### src/rtl/alu_exec_stage.sv
`default_nettype none
// ============================================================================
// Module   : alu_exec_stage
// Brief    : RISC-V execute stage: ALU operation registered into EX/MEM with
//            a valid/ready 2-entry skid buffer and saturating illegal-op count.
//            Optional build macro ALU_EXEC_SLT_EN enables encoding 0111 (SLT).
// Revision : 1.0 - initial release
// ============================================================================
module alu_exec_stage #(
    parameter int XLEN  = 32,
    parameter int CNT_W = 16
) (
    input  logic             clk,
    input  logic             rst_n,
    input  logic             flush,
    input  logic             in_valid,
    output logic             in_ready,
    input  logic [3:0]       alu_control_lines,
    input  logic             ctrl_err,
    input  logic [XLEN-1:0]  operand_a,
    input  logic [XLEN-1:0]  operand_b,
    input  logic [4:0]       rd_addr,
    input  logic             reg_write,
    output logic             out_valid,
    input  logic             out_ready,
    output logic [XLEN-1:0]  out_result,
    output logic             out_zero,
    output logic [4:0]       out_rd,
    output logic             out_reg_write,
    output logic             out_err,
    output logic [CNT_W-1:0] illegal_cnt
);

    localparam logic [3:0] C_ALU_AND = 4'b0000;
    localparam logic [3:0] C_ALU_OR  = 4'b0001;
    localparam logic [3:0] C_ALU_ADD = 4'b0010;
    localparam logic [3:0] C_ALU_SUB = 4'b0110;
`ifdef ALU_EXEC_SLT_EN
    localparam logic [3:0] C_ALU_SLT = 4'b0111;
`endif
    localparam logic [CNT_W-1:0] C_CNT_ONE = {{(CNT_W-1){1'b0}}, 1'b1};
    localparam logic [CNT_W-1:0] C_CNT_MAX = {CNT_W{1'b1}};

    typedef enum logic [1:0] {
        ST_EMPTY = 2'd0,
        ST_ONE   = 2'd1,
        ST_TWO   = 2'd2
    } state_t;

    typedef struct packed {
        logic [XLEN-1:0] result;
        logic            zero;
        logic [4:0]      rd;
        logic            reg_write;
        logic            err;
    } entry_t;

    state_t           r_state;
    state_t           w_state_nxt;
    entry_t           r_out;
    entry_t           r_skid;
    entry_t           w_entry;
    logic [XLEN-1:0]  w_alu_res;
    logic             w_legal;
    logic             w_err;
    logic             w_accept;
    logic             w_drain;
    logic             w_load_out;
    logic             w_load_skid;
    logic             w_skid_to_out;
    logic [CNT_W-1:0] r_illegal_cnt;

    // ALU datapath and illegal-operation detection on the input side
    always_comb begin
        w_alu_res = '0;
        w_legal   = 1'b1;
        case (alu_control_lines)
            C_ALU_AND: w_alu_res = operand_a & operand_b;
            C_ALU_OR:  w_alu_res = operand_a | operand_b;
            C_ALU_ADD: w_alu_res = operand_a + operand_b;
            C_ALU_SUB: w_alu_res = operand_a - operand_b;
`ifdef ALU_EXEC_SLT_EN
            C_ALU_SLT: w_alu_res = {{(XLEN-1){1'b0}}, ($signed(operand_a) < $signed(operand_b))};
`endif
            default:   w_legal   = 1'b0;
        endcase
    end

    assign w_err             = ctrl_err | ~w_legal;
    assign w_entry.result    = w_err ? '0 : w_alu_res;
    assign w_entry.zero      = (w_entry.result == '0);
    assign w_entry.rd        = rd_addr;
    assign w_entry.reg_write = reg_write & ~w_err;
    assign w_entry.err       = w_err;

    assign in_ready  = (r_state != ST_TWO);
    assign out_valid = (r_state != ST_EMPTY);
    assign w_accept  = in_valid & in_ready;
    assign w_drain   = out_valid & out_ready;

    always_comb begin
        w_state_nxt   = r_state;
        w_load_out    = 1'b0;
        w_load_skid   = 1'b0;
        w_skid_to_out = 1'b0;
        if (flush) begin
            w_state_nxt = ST_EMPTY;
        end else begin
            case (r_state)
                ST_EMPTY: begin
                    if (w_accept) begin
                        w_load_out  = 1'b1;
                        w_state_nxt = ST_ONE;
                    end
                end
                ST_ONE: begin
                    if (w_accept && w_drain) begin
                        w_load_out  = 1'b1;
                    end else if (w_accept) begin
                        w_load_skid = 1'b1;
                        w_state_nxt = ST_TWO;
                    end else if (w_drain) begin
                        w_state_nxt = ST_EMPTY;
                    end
                end
                ST_TWO: begin
                    // Skid entry is older than anything upstream, so it moves up first
                    if (w_drain) begin
                        w_skid_to_out = 1'b1;
                        w_state_nxt   = ST_ONE;
                    end
                end
                default: w_state_nxt = ST_EMPTY;
            endcase
        end
    end

    always_ff @(posedge clk or negedge rst_n) begin
        if (!rst_n) begin
            r_state <= ST_EMPTY;
            r_out   <= '0;
            r_skid  <= '0;
        end else begin
            r_state <= w_state_nxt;
            if (w_load_out) begin
                r_out <= w_entry;
            end else if (w_skid_to_out) begin
                r_out <= r_skid;
            end
            if (w_load_skid) begin
                r_skid <= w_entry;
            end
        end
    end

    // Flushed inputs are never accepted, so they do not count
    always_ff @(posedge clk or negedge rst_n) begin
        if (!rst_n) begin
            r_illegal_cnt <= '0;
        end else if (!flush && w_accept && w_err && (r_illegal_cnt != C_CNT_MAX)) begin
            r_illegal_cnt <= r_illegal_cnt + C_CNT_ONE;
        end
    end

    assign out_result    = r_out.result;
    assign out_zero      = r_out.zero;
    assign out_rd        = r_out.rd;
    assign out_reg_write = r_out.reg_write;
    assign out_err       = r_out.err;
    assign illegal_cnt   = r_illegal_cnt;

endmodule
`default_nettype wire

### config.mk
export PLATFORM = sky130hd
export DESIGN_NAME = alu_exec_stage
export DESIGN_NICKNAME = d
export VERILOG_FILES = /design/src/rtl/alu_exec_stage.sv
export SDC_FILE = /design/constraint.sdc
export NUM_CORES = 1
export LEC_CHECK = 0
export BUFFER_PORTS_ARGS = -buffer_cell sky130_fd_sc_hd__clkbuf_2
export CORE_ASPECT_RATIO = 1.4
export CORE_MARGIN = 4
export CORE_UTILIZATION = 50
export CTS_CLUSTER_SIZE = 30
export DETAILED_ROUTE_END_ITERATION = 10
export PLACE_DENSITY = 0.82
export SLEW_MARGIN = 20
export SYNTH_ARGS = -nofsm -noshare
export SYNTH_HDL_FRONTEND = slang
export SYNTH_SLANG_ARGS = --single-unit
### constraint.sdc
create_clock -name clk -period 5.8 [get_ports clk]
set_input_delay 0.58 -clock clk [delete_from_list [all_inputs] [get_ports clk]]
set_output_delay 0.58 -clock clk [all_outputs]
set_load 0.05 [all_outputs]
# Word level (Yosys, flattened, before mapping)
# Index checks and enable logic that the tools add are counted.
op_classes:
  n_bitwise: 8
  muxes: 22
  reduce_logical: 12
  n_addsub: 3
  n_eq_ne: 11
op_table:
  columns: ["cell", "n"]
  rows:
  - ["$pmux 32 s4", 1]
  - ["$mux 40", 2]
  - ["$add 32x32->32", 1]
  - ["$and 32x32->32", 1]
  - ["$logic_not 32->1", 1]
  - ["$mux 32", 1]
  - ["$or 32x32->32", 1]
  - ["$sub 32x32->32", 1]
  - ["$add 16x1->16 const B", 1]
  - ["$ne 16x16->1 const B", 1]
  - ["$mux 2", 6]
  - ["$mux 1", 10]
  - ["$ne 3x3->1 const B", 3]
  - ["$pmux 2 s3", 1]
  - ["$eq 4x1->1 const B", 1]
  - ["$eq 4x2->1 const B", 1]
  - ["$eq 4x3->1 const B", 1]
  - ["$logic_and 1x1->1", 4]
  - ["$logic_not 4->1", 1]
  - ["$ne 4x4->1 const B", 1]
  - ["$reduce_and 4->1", 1]
  - ["$reduce_bool 2->1", 2]
  - ["$reduce_or 4->1", 1]
  - ["$and 1x1->1", 3]
  - ["8 further kinds", 9]
totals:
  reg_bits: 98
  input_bits: 80
  out_inout_bits: 58

# Longest topological paths before layout
depth:
  word_depth: 8
  depth_mapped: 24
  ltp_nobuf: 23

# Least setup slack after synthesis
# OpenSTA, ideal clock, no wires.
synth_path:
  path_type: "input to register"
  start: "input operand_b[6]"
  end: "register r_skid[38] (netlist bit)"
  arrival_ns: 4.317
  setup_time_ns: 0.125
  path_slack_ns: 1.358
  required_ns: 5.675
  path_stages: 20
  cell_sequence: "nor4_1 nand2b_1 nor2b_1 inv_2 or3_1 nor2_1 nand2_1 or2_1 o21ai_1 xor2_1 ha_1 nand2_1 or2_0 or3_1 a31oi_1 o21bai_1 a32oi_1 nor2_1 o31a_1 mux2_2"
synth_via:
  elab_chain_len: 3
  elab_cells_between_ends: 4
  cone_classes: "2 x add/sub; 2 x mux"
synth_lines:
  columns: ["item", "line_no", "source"]
  rows:
  - ["start, declared", "21", "input logic [XLEN-1:0] operand_b,"]
  - ["$sub 32x32->32 or $add 32x32->32 (tied branches)", "81, 80", null]
  - ["$pmux 32 s4 (*)", "77", "case (alu_control_lines)"]
  - ["$mux 32 (*)", "90", "assign w_entry.result = w_err ? '0 : w_alu_res;"]
  - ["end signal, assigned", "151", "r_skid <= w_entry;"]
  - ["end, declared", "61", "entry_t r_skid;"]
# Every way passes the cells marked *; elsewhere a longest branch is shown, timed or not.
# A chain may end at the register's enable or synchronous reset.

# Worst setup path in the final report
layout_path:
  start: "input operand_b[6]"
  end: "register r_out, in the netlist out_zero"
layout_via:
  elab_chain_len: 5
  elab_cells_between_ends: 8
  cone_classes: "2 x add/sub; 3 x mux; 2 x bitwise; 1 x reduce/logical"
layout_lines:
  columns: ["item", "line_no", "source"]
  rows:
  - ["$sub 32x32->32, or another cell as far along", "81", "C_ALU_SUB: w_alu_res = operand_a - operand_b;"]
  - ["$pmux 32 s4 (*)", "77", null]
  - ["$mux 32 (*)", "90", null]
  - ["$logic_not 32->1 (*)", "91", "assign w_entry.zero = (w_entry.result == '0);"]
  - ["$mux 40 (*)", "145", "if (w_load_out) begin"]
  - ["end signal, assigned", "146", "r_out <= w_entry;"]
  - ["end signal, assigned", "148", "r_out <= r_skid;"]
  - ["end, declared", "60", "entry_t r_out;"]
# Marks and branches as above.

==> results.md <==
* Setup WS pre-CTS at 0.628 ns
* Xor and xnor fraction of the mapped netlist area at between 6 and 7%
* Final WL at 21700 microns
* Largest cells by area after synthesis: dfrtp_1 (32%), ha_1 (5.7%), nand2_1 (5.1%)
* Mapped Area at between 7000 and 8000 sq um
* Initial core utilization at roughly half
* Total gr overflow at 0
* GP Congestion at 0.958
* Initial DRC Count at 548
* Die H at 154 microns
* Worst path arrival time at 5.18 ns
* Ant diodes at 0
* Vias/cell at 6.10
* Tightest Pin Transition at 0.878 ns
* R2r setup slk at 3.31 ns
* Row cnt at 53
* Initial antenna violation count at 0
* # DRC at 0
* FFs w/ async S/R, synth at 100%
* Setup Buffers After CTS at 0
* CTS tree: yes
* Largest net degree at the start of global routing at 72
* Post-CTS sizing at 0
* Sequential share of the synthesized area at 32.1%
* Worst-path maximum fanout at 7
* Clk pwr share at between 20% and 30%
* Area Growth Syn to Fin at 14.9%
* Maximum VDD drop at ~290 uV
* Post-Syn Instances at 909
* Post-layout min period at about 4.9 ns
* Total number of vias at around 7400
* TritonCTS buffer count at 9
* Core area at between 10000 and 15000 sq um
* Combinational fraction of design power at 34.8%
* Detailed placement HPWL at 17000 microns
* Synth top area share at 32.1%
* Share of layout cells above drive strength 1 at 18.9%
* Power Internal at 1.35 mW
* Port Buffers at roughly 140
* Sw Ratio at 38.2%
* Slew headroom at between 40 and 50%
* Critical path data required time at a little over 6 ns
* Top_reg_cell synth: dfrtp_1
* Most frequent cell after synthesis: nand2_1
* Area of the multi-input gates at 4930 sq um
* Unrepaired setup endpoints after global routing: no
* Lkg Pwr at 3.99 nW
* Vias in the first global route at between 7000 and 8000
* Largest family of logic cells by synthesized area: compound AO/OA/AOI/OAI gates
* Die area at 17400 sq um
* DRT Pass-1 Iters at 5
* FF+latch count, synth at a little under 100
* # setup viols final at 0
* Syn nets at 1025
* GRT Util Overall at 24.8%
* Total power draw at 2.19 mW
* Commonest cells post-synth: nand2_1 (103), dfrtp_1 (98), a21oi_1 (69), o21ai_0 (65), nor2_1 (58)
* FF/Latch Area at 2450 sq um
* Setup crit start kind: primary input
* CTS HTree Levels at 3
* First-pass GRT wire length at around 36000 microns
* Clock root buffer: clkbuf_16
* Post-Synth Adder-Cell Area at 9.26%
* Maxcap violations at 0
* Fin crit share at roughly 85%
* Compound-Gate Fraction of Synth Area at 24.6%
* Width of the die at 113 microns
* Per-cell routed wire length at 17.9 microns
* CTS clock-pin slew for the worst setup and hold paths at 0.07 ns
* Clock Sinks at 98
* Hold Buf Count CTS at 0
* Synth Area in Simple Gates at slightly below 20%
* Fill cells at about 1400
* Setup CP Type: primary input to flip-flop
* Post-synth EDFFs at 0
* R2r worst-path depth at 9
* Max clock buf depth at 2
* Highest Clock Rate at 0.204 GHz
* IO Pins at about 140
* Setup_tns at 0 ns
* Fin Clk Skew at 0.00762 ns
* Reg power frac at between 30% and 40%
* Endpoints failing hold at 0
* Synth cell types at 73
* Mux contribution to synthesized area at 4.12%
* Net count reported at finish at 1133
* Max-slew violation count at 0
* Syn Area/Cell at 8.41 sq um
* Crit Reg-Reg Startpoint: illegal_cnt[8]
* Power Density at 249 nW/um^2
* Status: complete, no violations
* Hold crit path type: primary input to asynchronous set/reset pin
* CP endpoint kind: flip-flop
* Leading area contributor after synthesis: dfrtp_1
* FF-to-FF End: illegal_cnt[15]
* Fin worst setup slack at between 0.8 and 0.9 ns
* Switching pwr at 0.834 mW
* Ys Warns at 0
* Antenna-violating nets left at 0
* Worst-Skew Late Latency at around 0.34 ns
==> area by class of cell <==
cell class	count	share of cell area, %
Multi-Input combinational cell	737	56.1
Sequential cell	98	27.9
Timing Repair Buffer	147	8.68
Tap cell	192	2.73
Clock buffer	9	2.56
Clock inverter	7	1.03
Inverter	24	1.03
==> worst max path at each step <==
stage | startpoint | to | slack, ns | depth (start not counted)
2_1_floorplan | operand_b[6] | r_skid[38] | 1.36 | 20
3_3_place_gp | operand_b[6] | r_skid[7] | 0.72 | 22
3_5_place_dp | operand_b[4] | r_skid[7] | 0.63 | 22
4_1_cts | operand_b[4] | r_skid[7] | 0.96 | 22
5_1_grt | operand_b[6] | r_skid[7] | 0.37 | 22
6_report | operand_b[6] | out_zero | 0.89 | 22
==> cells in the final DEF, fill, tap and decap left out, drive strengths merged, types with 4 or more instances in the layout <==
cell type and count:
mux2i 18, a21o 9, a22o 5, o21ai 86, ha 35, xor2 29, or3 13, o211ai 5
mux2 12, maj3 25, o31ai 9, a211o 9, nand2b 13, and2 6, o21bai 4, nor4 8
nand4 15, buf 11, or4 5, nor2 58, a31oi 10, xnor2 32, inv 30, nand2 104
dfrtp 98, nand3 16, a21oi 69, a211oi 19, a22oi 27, or2 7, nor2b 10, and3 13
clkbuf 145, nor3 13, o21a 9
==> routing by layer <==
layer / vias up / wire length (microns) / track usage [%]
met4: 0 / 620 / 9.39
li1: 3566 / - / -
met1: 3504 / 8940 / 31.4
met3: 42 / 1200 / 2.62
met5: - / 0 / 0
met2: 290 / 11000 / 43.4
==> stage by stage <==
stage	cells	util [%]	cell area, sq um	hold slack, ns
after floorplan	909	-	7650	0.284
after global placement	1198	56.5	8470	0.457
after detailed placement	1198	56.5	8470	0.464
after CTS	1214	58.6	8780	0.140
after global routing	1214	58.6	8790	0.159
final	1214	58.6	8790	0.142
==> worst max-delay path, stage by stage <==
cell	delay, ns
clkbuf_2	0.12
nor4_1	0.47
nand2b_1	0.15
nor2b_1	0.28
inv_2	0.06
or3_1	0.42
nor2_1	0.17
nand2_1	0.08
or2_1	0.27
o21ai_1	0.16
xor2_1	0.08
ha_1	0.40
nand2_1	0.07
or2_0	0.21
or3_1	0.31
a31oi_1	0.21
o21bai_1	0.10
a32oi_1	0.32
xor2_1	0.11
a211oi_1	0.28
nand3_1	0.13
a21oi_1	0.18
==> sequential cells by signal, summed over array words and instances (netlist names) <==
register	count
out_rd	5
out_zero	1
r_skid	40
r_state	2
out_result	32
out_err	1
out_reg_write	1
illegal_cnt	16
==> power by group through the flow <==
stage	Sequential [mW]	Combinational [mW]	Clock [mW]
after floorplan	0.940	0.404	0
after global placement	0.805	0.738	0
after detailed placement	0.809	0.750	0
after CTS	0.796	0.755	0.643
after global routing	0.805	0.828	0.671
final	0.797	0.760	0.629
==> cell families (layout without fill, tap and decap cells) <==
family	after synthesis	after routing
AOI/OAI and AO/OA	293	293
DFF	98	98
and+or+nand+nor	292	292
muxes	30	30
adders and majority gates	61	61
buffers and inverters	74	187
xor gates and xnor gates	61	61
Note: power is estimated with default switching activity, not from simulation.
